### config.mk
export PLATFORM = sky130hd
export DESIGN_NAME = seven_segment_capture
export DESIGN_NICKNAME = d
export VERILOG_FILES = /design/src/rtl/seven_segment_pkg.sv /design/src/rtl/seven_segment_decode.sv /design/src/rtl/seven_segment_capture.sv
export SDC_FILE = /design/constraint.sdc
export NUM_CORES = 1
export LEC_CHECK = 0
export CAP_MARGIN = 25
export CORE_ASPECT_RATIO = 1.4
export CORE_UTILIZATION = 40
export DETAILED_ROUTE_END_ITERATION = 8
export DONT_BUFFER_PORTS = 1
export PLACE_DENSITY_LB_ADDON = 0.25
export SLEW_MARGIN = 30
export SYNTH_ARGS = -nofsm -noshare
export SYNTH_HDL_FRONTEND = slang
export SYNTH_SLANG_ARGS = --single-unit
### constraint.sdc
create_clock -name clk_i -period 2.4 [get_ports clk_i]
set_input_delay 0.36 -clock clk_i [delete_from_list [all_inputs] [get_ports clk_i]]
set_output_delay 0.36 -clock clk_i [all_outputs]
set_load 0.02 [all_outputs]
### src/rtl/seven_segment_pkg.sv
// Shared seven-segment definitions.
// Holds the active-low segment patterns for the hex glyphs 0..F, the blank
// pattern and the bit position of each segment within the 7-bit bus
// (bit 6 = a ... bit 0 = g). The display encoder and the capture block
// both take their patterns from here so the two ends cannot drift apart.
package seven_segment_pkg;

  localparam int SEG_W     = 7;
  localparam int SEG_A_BIT = 6;
  localparam int SEG_B_BIT = 5;
  localparam int SEG_C_BIT = 4;
  localparam int SEG_D_BIT = 3;
  localparam int SEG_E_BIT = 2;
  localparam int SEG_F_BIT = 1;
  localparam int SEG_G_BIT = 0;

  // Active-low: a 0 bit lights the segment.
  localparam logic [SEG_W-1:0] SEG_0     = 7'h01;
  localparam logic [SEG_W-1:0] SEG_1     = 7'h4F;
  localparam logic [SEG_W-1:0] SEG_2     = 7'h12;
  localparam logic [SEG_W-1:0] SEG_3     = 7'h06;
  localparam logic [SEG_W-1:0] SEG_4     = 7'h4C;
  localparam logic [SEG_W-1:0] SEG_5     = 7'h24;
  localparam logic [SEG_W-1:0] SEG_6     = 7'h20;
  localparam logic [SEG_W-1:0] SEG_7     = 7'h0F;
  localparam logic [SEG_W-1:0] SEG_8     = 7'h00;
  localparam logic [SEG_W-1:0] SEG_9     = 7'h04;
  localparam logic [SEG_W-1:0] SEG_A     = 7'h08;
  localparam logic [SEG_W-1:0] SEG_B     = 7'h60;
  localparam logic [SEG_W-1:0] SEG_C     = 7'h31;
  localparam logic [SEG_W-1:0] SEG_D     = 7'h42;
  localparam logic [SEG_W-1:0] SEG_E     = 7'h30;
  localparam logic [SEG_W-1:0] SEG_F     = 7'h38;
  localparam logic [SEG_W-1:0] SEG_BLANK = 7'h7F;

endpackage

### src/rtl/seven_segment_decode.sv
// Combinational seven-segment pattern decoder.
// Ports:
//   seg    in  7  active-low segment pattern, bit 6 = a ... bit 0 = g
//   nibble out 4  hex value of the glyph (0 for blank or unknown)
//   blank  out 1  all segments off
//   err    out 1  pattern is neither a hex glyph nor blank
module seven_segment_decode
  import seven_segment_pkg::*;
(
  input  logic [SEG_W-1:0] seg,
  output logic [3:0]       nibble,
  output logic             blank,
  output logic             err
);

  always_comb begin
    nibble = 4'h0;
    blank  = 1'b0;
    err    = 1'b0;
    case (seg)
      SEG_0:     nibble = 4'h0;
      SEG_1:     nibble = 4'h1;
      SEG_2:     nibble = 4'h2;
      SEG_3:     nibble = 4'h3;
      SEG_4:     nibble = 4'h4;
      SEG_5:     nibble = 4'h5;
      SEG_6:     nibble = 4'h6;
      SEG_7:     nibble = 4'h7;
      SEG_8:     nibble = 4'h8;
      SEG_9:     nibble = 4'h9;
      SEG_A:     nibble = 4'hA;
      SEG_B:     nibble = 4'hB;
      SEG_C:     nibble = 4'hC;
      SEG_D:     nibble = 4'hD;
      SEG_E:     nibble = 4'hE;
      SEG_F:     nibble = 4'hF;
      SEG_BLANK: blank  = 1'b1;
      default:   err    = 1'b1;
    endcase
  end

endmodule

### src/rtl/seven_segment_capture.sv
// Seven-segment display bus capture.
// Observes the multiplexed anode/segment nets, accepts a digit once its
// pattern has been stable long enough, and publishes the whole displayed
// word once every digit has been seen at least once.
// Ports:
//   clk_i    in   1         system clock
//   rst_i    in   1         synchronous active-high reset
//   an_i     in   DIGITS    anode selects, active-low
//   seg_i    in   7         segments, active-low, bit 6 = a ... bit 0 = g
//   value_o  out  4*DIGITS  reassembled word, digit k at [4k+3:4k]
//   blank_o  out  DIGITS    digit k was blank in the last frame
//   err_o    out  DIGITS    digit k showed an unknown pattern in the last frame
//   valid_o  out  1         one-cycle pulse when the outputs update
module seven_segment_capture
  import seven_segment_pkg::*;
#(
  parameter  int DIGITS        = 8,
  parameter  int STABLE_CYCLES = 4,
  localparam int CNT_W         = $clog2(STABLE_CYCLES + 1)
) (
  input  logic                  clk_i,
  input  logic                  rst_i,
  input  logic [DIGITS-1:0]     an_i,
  input  logic [SEG_W-1:0]      seg_i,
  output logic [4*DIGITS-1:0]   value_o,
  output logic [DIGITS-1:0]     blank_o,
  output logic [DIGITS-1:0]     err_o,
  output logic                  valid_o
);

  localparam logic [CNT_W-1:0] CNT_MAX    = CNT_W'(STABLE_CYCLES);
  localparam logic [CNT_W-1:0] CNT_COMMIT = CNT_W'(STABLE_CYCLES - 1);

  // True when exactly one anode line is driven low.
  function automatic logic one_hot_low(input logic [DIGITS-1:0] an);
    logic [DIGITS-1:0] sel;
    sel = ~an;
    return (sel != '0) && ((sel & (sel - 1'b1)) == '0);
  endfunction

  logic [DIGITS-1:0]   an_p0;
  logic [SEG_W-1:0]    seg_p0;
  logic [CNT_W-1:0]    cnt_p0;
  logic [DIGITS-1:0]   seen;
  logic [4*DIGITS-1:0] shadow_val;
  logic [DIGITS-1:0]   shadow_blank;
  logic [DIGITS-1:0]   shadow_err;

  logic                stable;
  logic                commit;
  logic [DIGITS-1:0]   commit_mask;
  logic [3:0]          dec_nibble;
  logic                dec_blank;
  logic                dec_err;

  // The counter describes the sample held in an_p0/seg_p0: it restarts on
  // the edge a new sample is loaded and climbs while each following pin
  // sample repeats it. Reaching STABLE_CYCLES therefore happens on the
  // edge N+STABLE_CYCLES for a pattern first sampled at edge N, and the
  // decode can use the registered segment value because it equals the pins.
  assign stable      = (an_i == an_p0) && (seg_i == seg_p0) && one_hot_low(an_i);
  assign commit      = stable && (cnt_p0 == CNT_COMMIT);
  assign commit_mask = commit ? ~an_p0 : '0;

  seven_segment_decode u_decode (
    .seg    (seg_p0),
    .nibble (dec_nibble),
    .blank  (dec_blank),
    .err    (dec_err)
  );

  always_ff @(posedge clk_i) begin
    if (rst_i) begin
      an_p0        <= '0;
      seg_p0       <= '0;
      cnt_p0       <= '0;
      seen         <= '0;
      shadow_val   <= '0;
      shadow_blank <= '0;
      shadow_err   <= '0;
      value_o      <= '0;
      blank_o      <= '0;
      err_o        <= '0;
      valid_o      <= 1'b0;
    end else begin
      // Stage p0: input register and stability counter
      an_p0  <= an_i;
      seg_p0 <= seg_i;
      if (!stable) begin
        cnt_p0 <= '0;
      end else if (cnt_p0 != CNT_MAX) begin
        cnt_p0 <= cnt_p0 + CNT_W'(1);
      end

      // Stage p1: commit into the shadow frame (last sample wins)
      for (int k = 0; k < DIGITS; k++) begin
        if (commit_mask[k]) begin
          shadow_val[4*k +: 4] <= dec_nibble;
          shadow_blank[k]      <= dec_blank;
          shadow_err[k]        <= dec_err;
        end
      end

      // Stage p2: publish a completed frame. A commit landing on the
      // publishing edge starts the next frame instead of being dropped.
      if (&seen) begin
        value_o <= shadow_val;
        blank_o <= shadow_blank;
        err_o   <= shadow_err;
        valid_o <= 1'b1;
        seen    <= commit_mask;
      end else begin
        valid_o <= 1'b0;
        seen    <= seen | commit_mask;
      end
    end
  end

endmodule

==> impl_metrics.json, run 1 <==
{
  "whs_ns": 0.0163,
  "die_h_um": 133,
  "drive_above_1_share": 0.112,
  "peakVddDrop_uv": 448,
  "synth_area_per_cell_um2": 8.90,
  "relSlewSlack": 0.503,
  "max_stage_delay_ns": 0.59,
  "synth_area_mm2": 0.00492,
  "synth_compound_area_frac": 0.101,
  "crit_cells": 5,
  "rr_worst_depth": 5,
  "placed_area_mm2": 0.00513,
  "worstSetupEndpointType": "flop",
  "cts_buffer_depth": 2,
  "cts.htree.levels": 4,
  "busiest_layer": "met2",
  "use_met2": 0.302,
  "synth_edf_count": 0,
  "path_class": "reg2reg",
  "path_delay_family": "simple AND/OR/NAND/NOR gates",
  "timing.critical_path.buf_inv": 0,
  "yosys_warnings": 0,
  "synth_top_family_by_area": "simple AND/OR/NAND/NOR gates",
  "synth_nets": 573,
  "status": "complete, no violations",
  "dieArea_mm2": 0.0128,
  "timing.fmax_mhz": 464,
  "fin_crit_sh": 0.898,
  "synth_top_cell_by_area": "dfxtp_1",
  "clock_latency_ns": 0.41,
  "chipWidth_um": 95.7,
  "cts.clk_slew.worst_paths_ns": 0.06,
  "power_mw": 4.98,
  "io_pins": 66,
  "antenna_found_initial": 0,
  "gr-usage-all-layers": 0.186,
  "grt_max_degree": 63,
  "setup_viol": 0,
  "max_cap_violations": 0,
  "grt_first_pass_wirelength_um": 17900,
  "drt_iter0_markers": 161,
  "synth_seq_area_share": 0.500,
  "diodes": 0,
  "setup_tns_ns": 0,
  "cts_buffers": 17,
  "post_drt_via_cell_ratio": 5.32,
  "grt_pass1_vias": 3660,
  "routedWlPerCell_um": 15.5,
  "synth_mux_area_frac": 0.0997,
  "worst-path-max-fanout": 13,
  "path_cells": "nor2b_1, a22o_1, a2111o_1, or3_1, mux2i_1",
  "report.final.slew_viol_count": 0,
  "yosys.area_share.adder": 0.00966,
  "ys.flop_type": "dfxtp_1",
  "cts.sinks": 123,
  "numPortBuffers": 0,
  "worstSetupStartpointType": "flop",
  "rows": 47,
  "cts_tree": "done",
  "clock-root-buffer": "clkbuf_16",
  "synth_most_common_cell": "nand2_1",
  "arrival_ns": 2.49,
  "synthArstFlopShare": 0,
  "synth_area_leaders": "dfxtp_1 50%, nand2_1 12%, mux2i_1 10%",
  "syn_to_final_growth_pct": 17.8,
  "ys_top_cells_by_count": "161 x nand2_1, 123 x dfxtp_1, 60 x a21oi_1",
  "finClkSkew_ns": 0.00686,
  "crit_slowest_cell": "dfxtp_1",
  "dp_hpwl_um": 7300,
  "vias": 3809,
  "yosys.area_share.simple": 0.228,
  "gp_congestion": 0.809,
  "grt_overflow": 0,
  "grt_util_met3": 0.0576,
  "detail-route-antenna-nets": 0,
  "p_per_area_mw_per_mm2": 860,
  "synth-xor-area-share": 0.0285,
  "cellLeakagePower_nw": 2.36,
  "min_path_cells": 1,
  "hold_class": "in2reg",
  "dr.pass1.iters": 5,
  "fillers": 1147,
  "period_needed_ns": 2.16,
  "rsz0062_at_grt": "no",
  "grt_use_met1": 0.222,
  "synth.distinct_cells": 44,
  "fin_nets": 576,
  "start_util": 0.414,
  "core_region_area_mm2": 0.0119,
  "register_area_mm2": 0.00246,
  "drt_wl_total_um": 11100,
  "critPathRequiredTime_ns": 2.73,
  "synth_seq_cells": 123,
  "drc_errors": 0,
  "postSynthCellCount": 553,
  "final_util": 0.488,
  "final_area_mm2": 0.00580,
  "hold_viol_final": 0,
  "worst_pin_slew_ns": 0.746,
  "multiInputGateArea_mm2": 0.00231,
  "synth.top_cell.area_share": 0.500
}
-- sequential cells by signal, summed over array words and instances (netlist names) --
register / flops
shadow_val: 32
value_o: 32
an_p0: 8
blank_o: 8
err_o: 8
seen: 8
shadow_blank: 8
shadow_err: 8
seg_p0: 7
cnt_p0: 3
valid_o: 1
-- layout by cell type, fill, tap and decap left out, types with 3 or more instances in the layout --
master / n
dfxtp_1: 123
nand4b_2: 7
nor2_1: 7
inv_1: 5
xnor2_1: 14
clkbuf_16: 17
clkbuf_8: 4
nor3_1: 4
nor2b_1: 20
o21ai_0: 3
nand4_1: 12
ha_1: 3
or3_1: 3
bufinv_16: 4
nand2_1: 161
a211oi_1: 3
a21oi_1: 60
mux2i_1: 49
nand3_1: 7
buf_4: 17
nor3b_1: 3
-- area by class of cell --
type                    instances  area share
clock buffers                  22      0.0835
well taps                     147      0.0317
clock inverters                10      0.0281
multi-input cells             388       0.399
flip-flops and latches        123       0.425
inverters                       6     0.00389
repair buffers                 20      0.0289
-- worst paths after layout --
kind | start | to | slack [ns]
worst min-delay path | rst_i | seg_p0[5] | 0.02
worst max-delay path | seg_p0[1] | shadow_err[2] | 0.24
worst min register to register | shadow_blank[7] | blank_o[7] | 0.44
worst max register to register | seg_p0[1] | shadow_err[2] | 0.24
-- routing by layer --
metal,part of all wire,routed length [µm]
met1,0.42,4700
met2,0.49,5430
met3,0.068,760
met4,0.021,231
met5,0,0
-- cell families after synthesis --
| group | Yosys count |
|---|---|
| simple gates | 236 |
| xor+xnor | 16 |
| flops | 123 |
| fa+ha+maj | 4 |
| mux | 49 |
| compound gates | 83 |
| buf+inv | 42 |
-- power breakdown --
| group | switching (mW) | total [mW] | internal [mW] | leakage (nW) |
|---|---|---|---|---|
| Combinational | 0.0963 | 0.164 | 0.0673 | 1.06 |
| Clock | 0.899 | 2.75 | 1.85 | 0.312 |
| Sequential | 0.0167 | 2.07 | 2.06 | 0.994 |
-- metrics by stage --
stage | cells | setup slack (ns)
after floorplan | 553 | 0.213
after global placement | 682 | 0.217
after detailed placement | 682 | 0.124
after CTS | 716 | 0.197
after global routing | 716 | 0.0682
final | 716 | 0.244
-- repair_timing --
item / 4_1_cts / 5_1_grt
setup buffers: 0 / 0
hold buffers: 2 / 0
hold endpoints to repair: 8 / 0
setup endpoints to repair: 0 / 2
resized for setup: 0 / 1
Power figures use the tool's default switching activity.
==> inputs of run 2 (changes only) <==
- ABC_AREA: not set -> 1
==> run 2 against run 1 <==
Effect of this change: design area grew 8.0%; wire length is 18% higher; register-to-register slack better by 0.05 ns; sequential power about the same; via count increased by 23%; power increased by 4.4%; sequential share of layout area fell by 3.1 points; clock power is 6% higher; hold slack lost 0.0016 ns; setup slack improved by 0.052 ns; combinational power is 26% higher.
==> impl_metrics.json, run 2 <==
{
  "grt_first_pass_wirelength_um": 22200,
  "routedWlPerCell_um": 13.8,
  "crit_path_start": "an_p0[3]",
  "hold_viol_final": 0,
  "worstSetupEndpointType": "flop",
  "fin_ws_ns": 0.296,
  "ys_top_cells_by_count": "181 x nand2_1, 128 x inv_1, 123 x dfxtp_1",
  "path_class": "reg2reg",
  "multiInputGateArea_mm2": 0.00225,
  "period_needed_ns": 2.10,
  "drive_above_1_share": 0.0838,
  "synth_seq_area_share": 0.456,
  "grt_pass1_vias": 4606,
  "gr-usage-all-layers": 0.204,
  "clock_latency_ns": 0.42,
  "cts.htree.levels": 4,
  "power_mw": 5.20,
  "gp_congestion": 0.916,
  "final_common_cell": "nand2_1",
  "finClkSkew_ns": 0.0114,
  "synthArstFlopShare": 0,
  "postSynthCellCount": 766,
  "postCtsSetupBuffers": 0,
  "post_drt_via_cell_ratio": 4.91,
  "cts_tree": "done",
  "fin_cells": 954,
  "rr_worst_depth": 13,
  "cellLeakagePower_nw": 2.75,
  "syn_to_final_growth_pct": 16.0,
  "rsz0062_at_grt": "no",
  "hold_class": "in2reg",
  "worst-path-max-fanout": 41,
  "synth_area_per_cell_um2": 7.05,
  "dp_hpwl_um": 9150,
  "fin_nets": 783,
  "synth_top_cell_by_area": "dfxtp_1",
  "drc_errors": 0,
  "largestRegisters": "shadow_val (32), value_o (32)",
  "vias": 4683,
  "setup_tns_ns": 0,
  "ys.flop_type": "dfxtp_1",
  "grt_max_degree": 55,
  "p_per_area_mw_per_mm2": 831,
  "placed_area_mm2": 0.00556,
  "final_area_mm2": 0.00626,
  "critPathRequiredTime_ns": 2.75,
  "cts_resized": 0,
  "max_cap_violations": 0,
  "relSlewSlack": 0.721,
  "io_pins": 66,
  "core_region_area_mm2": 0.0130,
  "synth.top_cell.area_share": 0.456,
  "worst_pin_slew_ns": 0.419,
  "grt_overflow": 0,
  "whs_ns": 0.0147,
  "cts.clk_slew.worst_paths_ns": 0.06,
  "report.final.slew_viol_count": 0,
  "cts.sinks": 123,
  "timing.fmax_mhz": 475,
  "synth_area_mm2": 0.00540,
  "dp_cells": 920,
  "synth_area_leaders": "dfxtp_1 46%, nand2_1 13%, inv_1 8.9%",
  "synth_edf_count": 0,
  "endpoint": "shadow_err[7]",
  "clock-root-buffer": "clkbuf_16",
  "rows": 49,
  "cts_buffers": 17,
  "drt_wl_total_um": 13200,
  "r2r-end": "shadow_err[7]",
  "synth_seq_cells": 123,
  "worstSetupStartpointType": "flop",
  "chipWidth_um": 100,
  "setup_viol": 0,
  "synth_most_common_cell": "nand2_1",
  "synth_nets": 786,
  "numPortBuffers": 0,
  "rrSetupSlack_ns": 0.30,
  "diodes": 0,
  "fillers": 1307,
  "peakVddDrop_uv": 397,
  "dpl_worst_slack_ns": 0.304,
  "detail-route-antenna-nets": 0,
  "drt_iter0_markers": 255,
  "arrival_ns": 2.45,
  "final_util": 0.482,
  "dieArea_mm2": 0.0140,
  "yosys_warnings": 0,
  "status": "complete, no violations",
  "worstReg2RegStart": "an_p0[3]",
  "register_area_mm2": 0.00246,
  "fin_crit_sh": 0.877,
  "dr.pass1.iters": 5,
  "cts_buffer_depth": 2,
  "antenna_found_initial": 0,
  "start_util": 0.415,
  "layout_common_cells": "181 x nand2_1, 127 x inv_1, 123 x dfxtp_1, 95 x nor2_1, 57 x nand4_1",
  "die_h_um": 139,
  "synth.distinct_cells": 27
}
## run 2: changes by cell type after synthesis, moves of 45 or more
cell	delta
nand4_1	+45
o21ai_0	+47
nor2_1	+87
mux2i_1	-49
inv_1	+123
## run 2: how the worst min path moves through the flow
stage,depth (start not counted),to,from,slack [ns]
floorplan,2,blank_o[0],shadow_blank[0],0.43
global placement,1,seen[7],rst_i,0.44
detailed placement,1,an_p0[2],rst_i,0.44
CTS,1,seg_p0[4],rst_i,0.0002
global route,1,seg_p0[4],rst_i,0.003
finish,1,valid_o,rst_i,0.01
## run 2: kinds of logic after synthesis
logic type,synth area share
fa+ha+maj,0.00695
buf+inv,0.128
simple gates,0.302
flops,0.456
xor+xnor,0.00325
compound gates,0.104
## run 2: worst max-delay path, stage by stage, from the launching register on
cell and delay [ns]:
dfxtp_1 0.33, inv_1 0.18, nand2_1 0.12, nand2_1 0.05
nor2_1 0.13, nand2_1 0.09, nor2_2 0.12, nand3_2 0.09
nor2_4 0.12, buf_12 0.23, nand3_1 0.28, nand2_1 0.14
inv_1 0.05, nor2_1 0.11
## run 2: metal layers
| layer | vias up | GRT usage | wire length (µm) |
|---|---|---|---|
| li1 | 2426 | - | - |
| met5 | - | 0 | 0 |
| met4 | 0 | 0.0793 | 269 |
| met2 | 106 | 0.366 | 6960 |
| met3 | 24 | 0.0568 | 563 |
| met1 | 2127 | 0.223 | 5370 |
## run 2: cell type report
cell class,instances,share of cell area
inverter,134,0.0803
multi-input combinational,474,0.359
tap,178,0.0356
clock inverter,11,0.0342
sequential,123,0.393
clock buffer,21,0.0751
timing repair buffer,13,0.0224
## run 2: what timing repair did
item | in CTS | in global routing
hold buffers | 1 | 1
endpoints found under the setup margin | 0 | 0
endpoints found under the hold margin | 5 | 1
## run 2: power breakdown
part / internal, mW / switching (mW)
clock network: 2.03 / 0.897
logic: 0.0591 / 0.148
registers: 2.06 / 0.0124
==> inputs of run 3 (changes only) <==
- CAP_MARGIN: 25 -> 5
- PLACE_DENSITY: not set -> 0.59
- PLACE_DENSITY_LB_ADDON: 0.25 -> not set
==> run 3 against run 2 <==
Effect of this change: core utilization is 0.95 points lower; critical path depth unchanged; setup slack better by 0.094 ns; via count is 0.23% lower; clock skew is 0.0055 ns lower; design area fell by 2.0%; count of clock-buffer cells in the layout did not move; global-route usage shrank 0.10 points; hold slack better by 0.0033 ns; sequential share of layout area is 0.79 points higher; sequential power about the same; largest power group unchanged; non-clock buffer count rose by 3; critical endpoint is now shadow_blank[4].
==> impl_metrics.json, run 3 (same netlist as run 2, synthesis figures left out) <==
{
  "diodes": 0,
  "cts_buffer_depth": 2,
  "power_frac_clock": 0.505,
  "power_mw": 4.61,
  "report.final.slew_viol_count": 0,
  "worst-path-max-fanout": 53,
  "dpl_worst_slack_ns": 0.393,
  "crit_path_start": "seg_p0[4]",
  "switchingPower_mw": 1.04,
  "postCtsSetupBuffers": 0,
  "p_sw_frac": 0.225,
  "dp_cells": 921,
  "timing.critical_path.buf_inv": 3,
  "die_h_um": 139,
  "cts.sinks": 123,
  "clock_latency_ns": 0.41,
  "path_cells": "inv_2, nand2_1, nand2_1, nor2_1, nand2_1, nor2_2, nand3_2, nor2_4, buf_12, nand3_4, nand2_1, inv_1, nor2_1",
  "rows": 49,
  "seq_power_share": 0.449,
  "largestRegisters": "shadow_val (32), value_o (32)",
  "crit_slowest_cell": "dfxtp_1",
  "rsz0062_at_grt": "no",
  "drt_wl_total_um": 13300,
  "cts.htree.levels": 4,
  "cts_tree": "done",
  "max_cap_violations": 0,
  "fin_crit_sh": 0.838,
  "path_delay_family": "simple AND/OR/NAND/NOR gates",
  "gr-usage-all-layers": 0.203,
  "timing.fmax_mhz": 497,
  "grt_overflow": 0,
  "p_per_area_mw_per_mm2": 750,
  "status": "complete, no violations",
  "period_needed_ns": 2.01,
  "worstSetupEndpointType": "flop",
  "worstReg2RegStart": "seg_p0[4]",
  "setup_viol": 0,
  "dieArea_mm2": 0.0140,
  "arrival_ns": 2.36,
  "syn_to_final_growth_pct": 13.7,
  "dp_hpwl_um": 9250,
  "cts_buffers": 17,
  "path_class": "reg2reg",
  "clock-root-buffer": "clkbuf_16",
  "intPower_mw": 3.57,
  "dr.pass1.iters": 5,
  "whs_ns": 0.0179,
  "hold_viol_final": 0,
  "cts_resized": 0,
  "gp_congestion": 0.779,
  "layout_common_cells": "181 x nand2_1, 127 x inv_1, 123 x dfxtp_1, 95 x nor2_1, 57 x nand4_1",
  "core_region_area_mm2": 0.0130,
  "peakVddDrop_uv": 328,
  "relSlewSlack": 0.643,
  "comb_power_share": 0.045,
  "setup_tns_ns": 0,
  "worstSetupStartpointType": "flop",
  "start_util": 0.415,
  "final_common_cell": "nand2_1",
  "critPathRequiredTime_ns": 2.75,
  "drc_errors": 0,
  "drive_above_1_share": 0.0799,
  "routedWlPerCell_um": 14.0,
  "grt_first_pass_wirelength_um": 22100,
  "vias": 4672,
  "finClkSkew_ns": 0.00582,
  "fin_ws_ns": 0.390,
  "grt_pass1_vias": 4596,
  "antenna_found_initial": 0,
  "crit_top_cell": "nand2_1",
  "chipWidth_um": 100,
  "cellLeakagePower_nw": 2.68,
  "post_drt_via_cell_ratio": 4.90,
  "fin_cells": 954,
  "hold_class": "in2reg",
  "detail-route-antenna-nets": 0,
  "numPortBuffers": 0,
  "max_stage_delay_ns": 0.45,
  "worst_pin_slew_ns": 0.534,
  "hold_path_startpoint": "rst_i",
  "fin_nets": 786,
  "cts.clk_slew.worst_paths_ns": 0.05,
  "drt_iter0_markers": 244,
  "io_pins": 66,
  "grt_max_degree": 63
}
-- run 3: worst register-to-register path: stages, from the launching register on --
cell and delay, ns:
dfxtp_1 0.45, inv_2 0.10, nand2_1 0.07, nand2_1 0.05
nor2_1 0.09, nand2_1 0.08, nor2_2 0.12, nand3_2 0.09
nor2_4 0.17, buf_12 0.27, nand3_4 0.21, nand2_1 0.11
inv_1 0.05, nor2_1 0.09
-- run 3: power groups by stage --
stage	combinational [mW]	clock [mW]	sequential, mW
floorplan	0.143	0	2.11
global placement	0.196	0	2.11
detailed placement	0.198	0	2.11
CTS	0.206	2.38	2.07
global route	0.233	2.48	2.07
finish	0.209	2.33	2.07
-- run 3: through the flow --
stage | util | cell area [µm²]
2_1_floorplan | - | 5400
3_3_place_gp | 0.428 | 5560
3_5_place_dp | 0.428 | 5560
4_1_cts | 0.471 | 6120
5_1_grt | 0.472 | 6140
6_report | 0.472 | 6140
-- run 3: final timing paths --
kind / end / slack, ns / depth (start not counted)
hold / removal: seen[5] / 0.02 / 1
hold reg to reg: value_o[27] / 0.45 / 2
setup / recovery: shadow_blank[4] / 0.39 / 13
setup reg to reg: shadow_blank[4] / 0.39 / 13
-- run 3: layout make-up --
| class | count | area, µm² |
|---|---|---|
| timing repair buffer | 16 | 168 |
| fill | 1360 | 6860 |
| inverter | 134 | 503 |
| sequential | 123 | 2460 |
| multi-input combinational | 474 | 2250 |
| clock buffer | 21 | 460 |
| clock inverter | 8 | 72.6 |
| tap | 178 | 223 |
-- run 3: repair_timing --
| action | 4_1_cts | 5_1_grt |
|---|---|---|
| hold buffers | 2 | 2 |
| setup endpoints to repair | 0 | 0 |
| hold endpoints to repair | 9 | 1 |
-- run 3: per-layer routing --
layer  global-route usage  wire length (µm)
met4               0.0816               231
met5                    0                 0
met2                0.358              6890
met1                0.230              5560
met3               0.0512               659
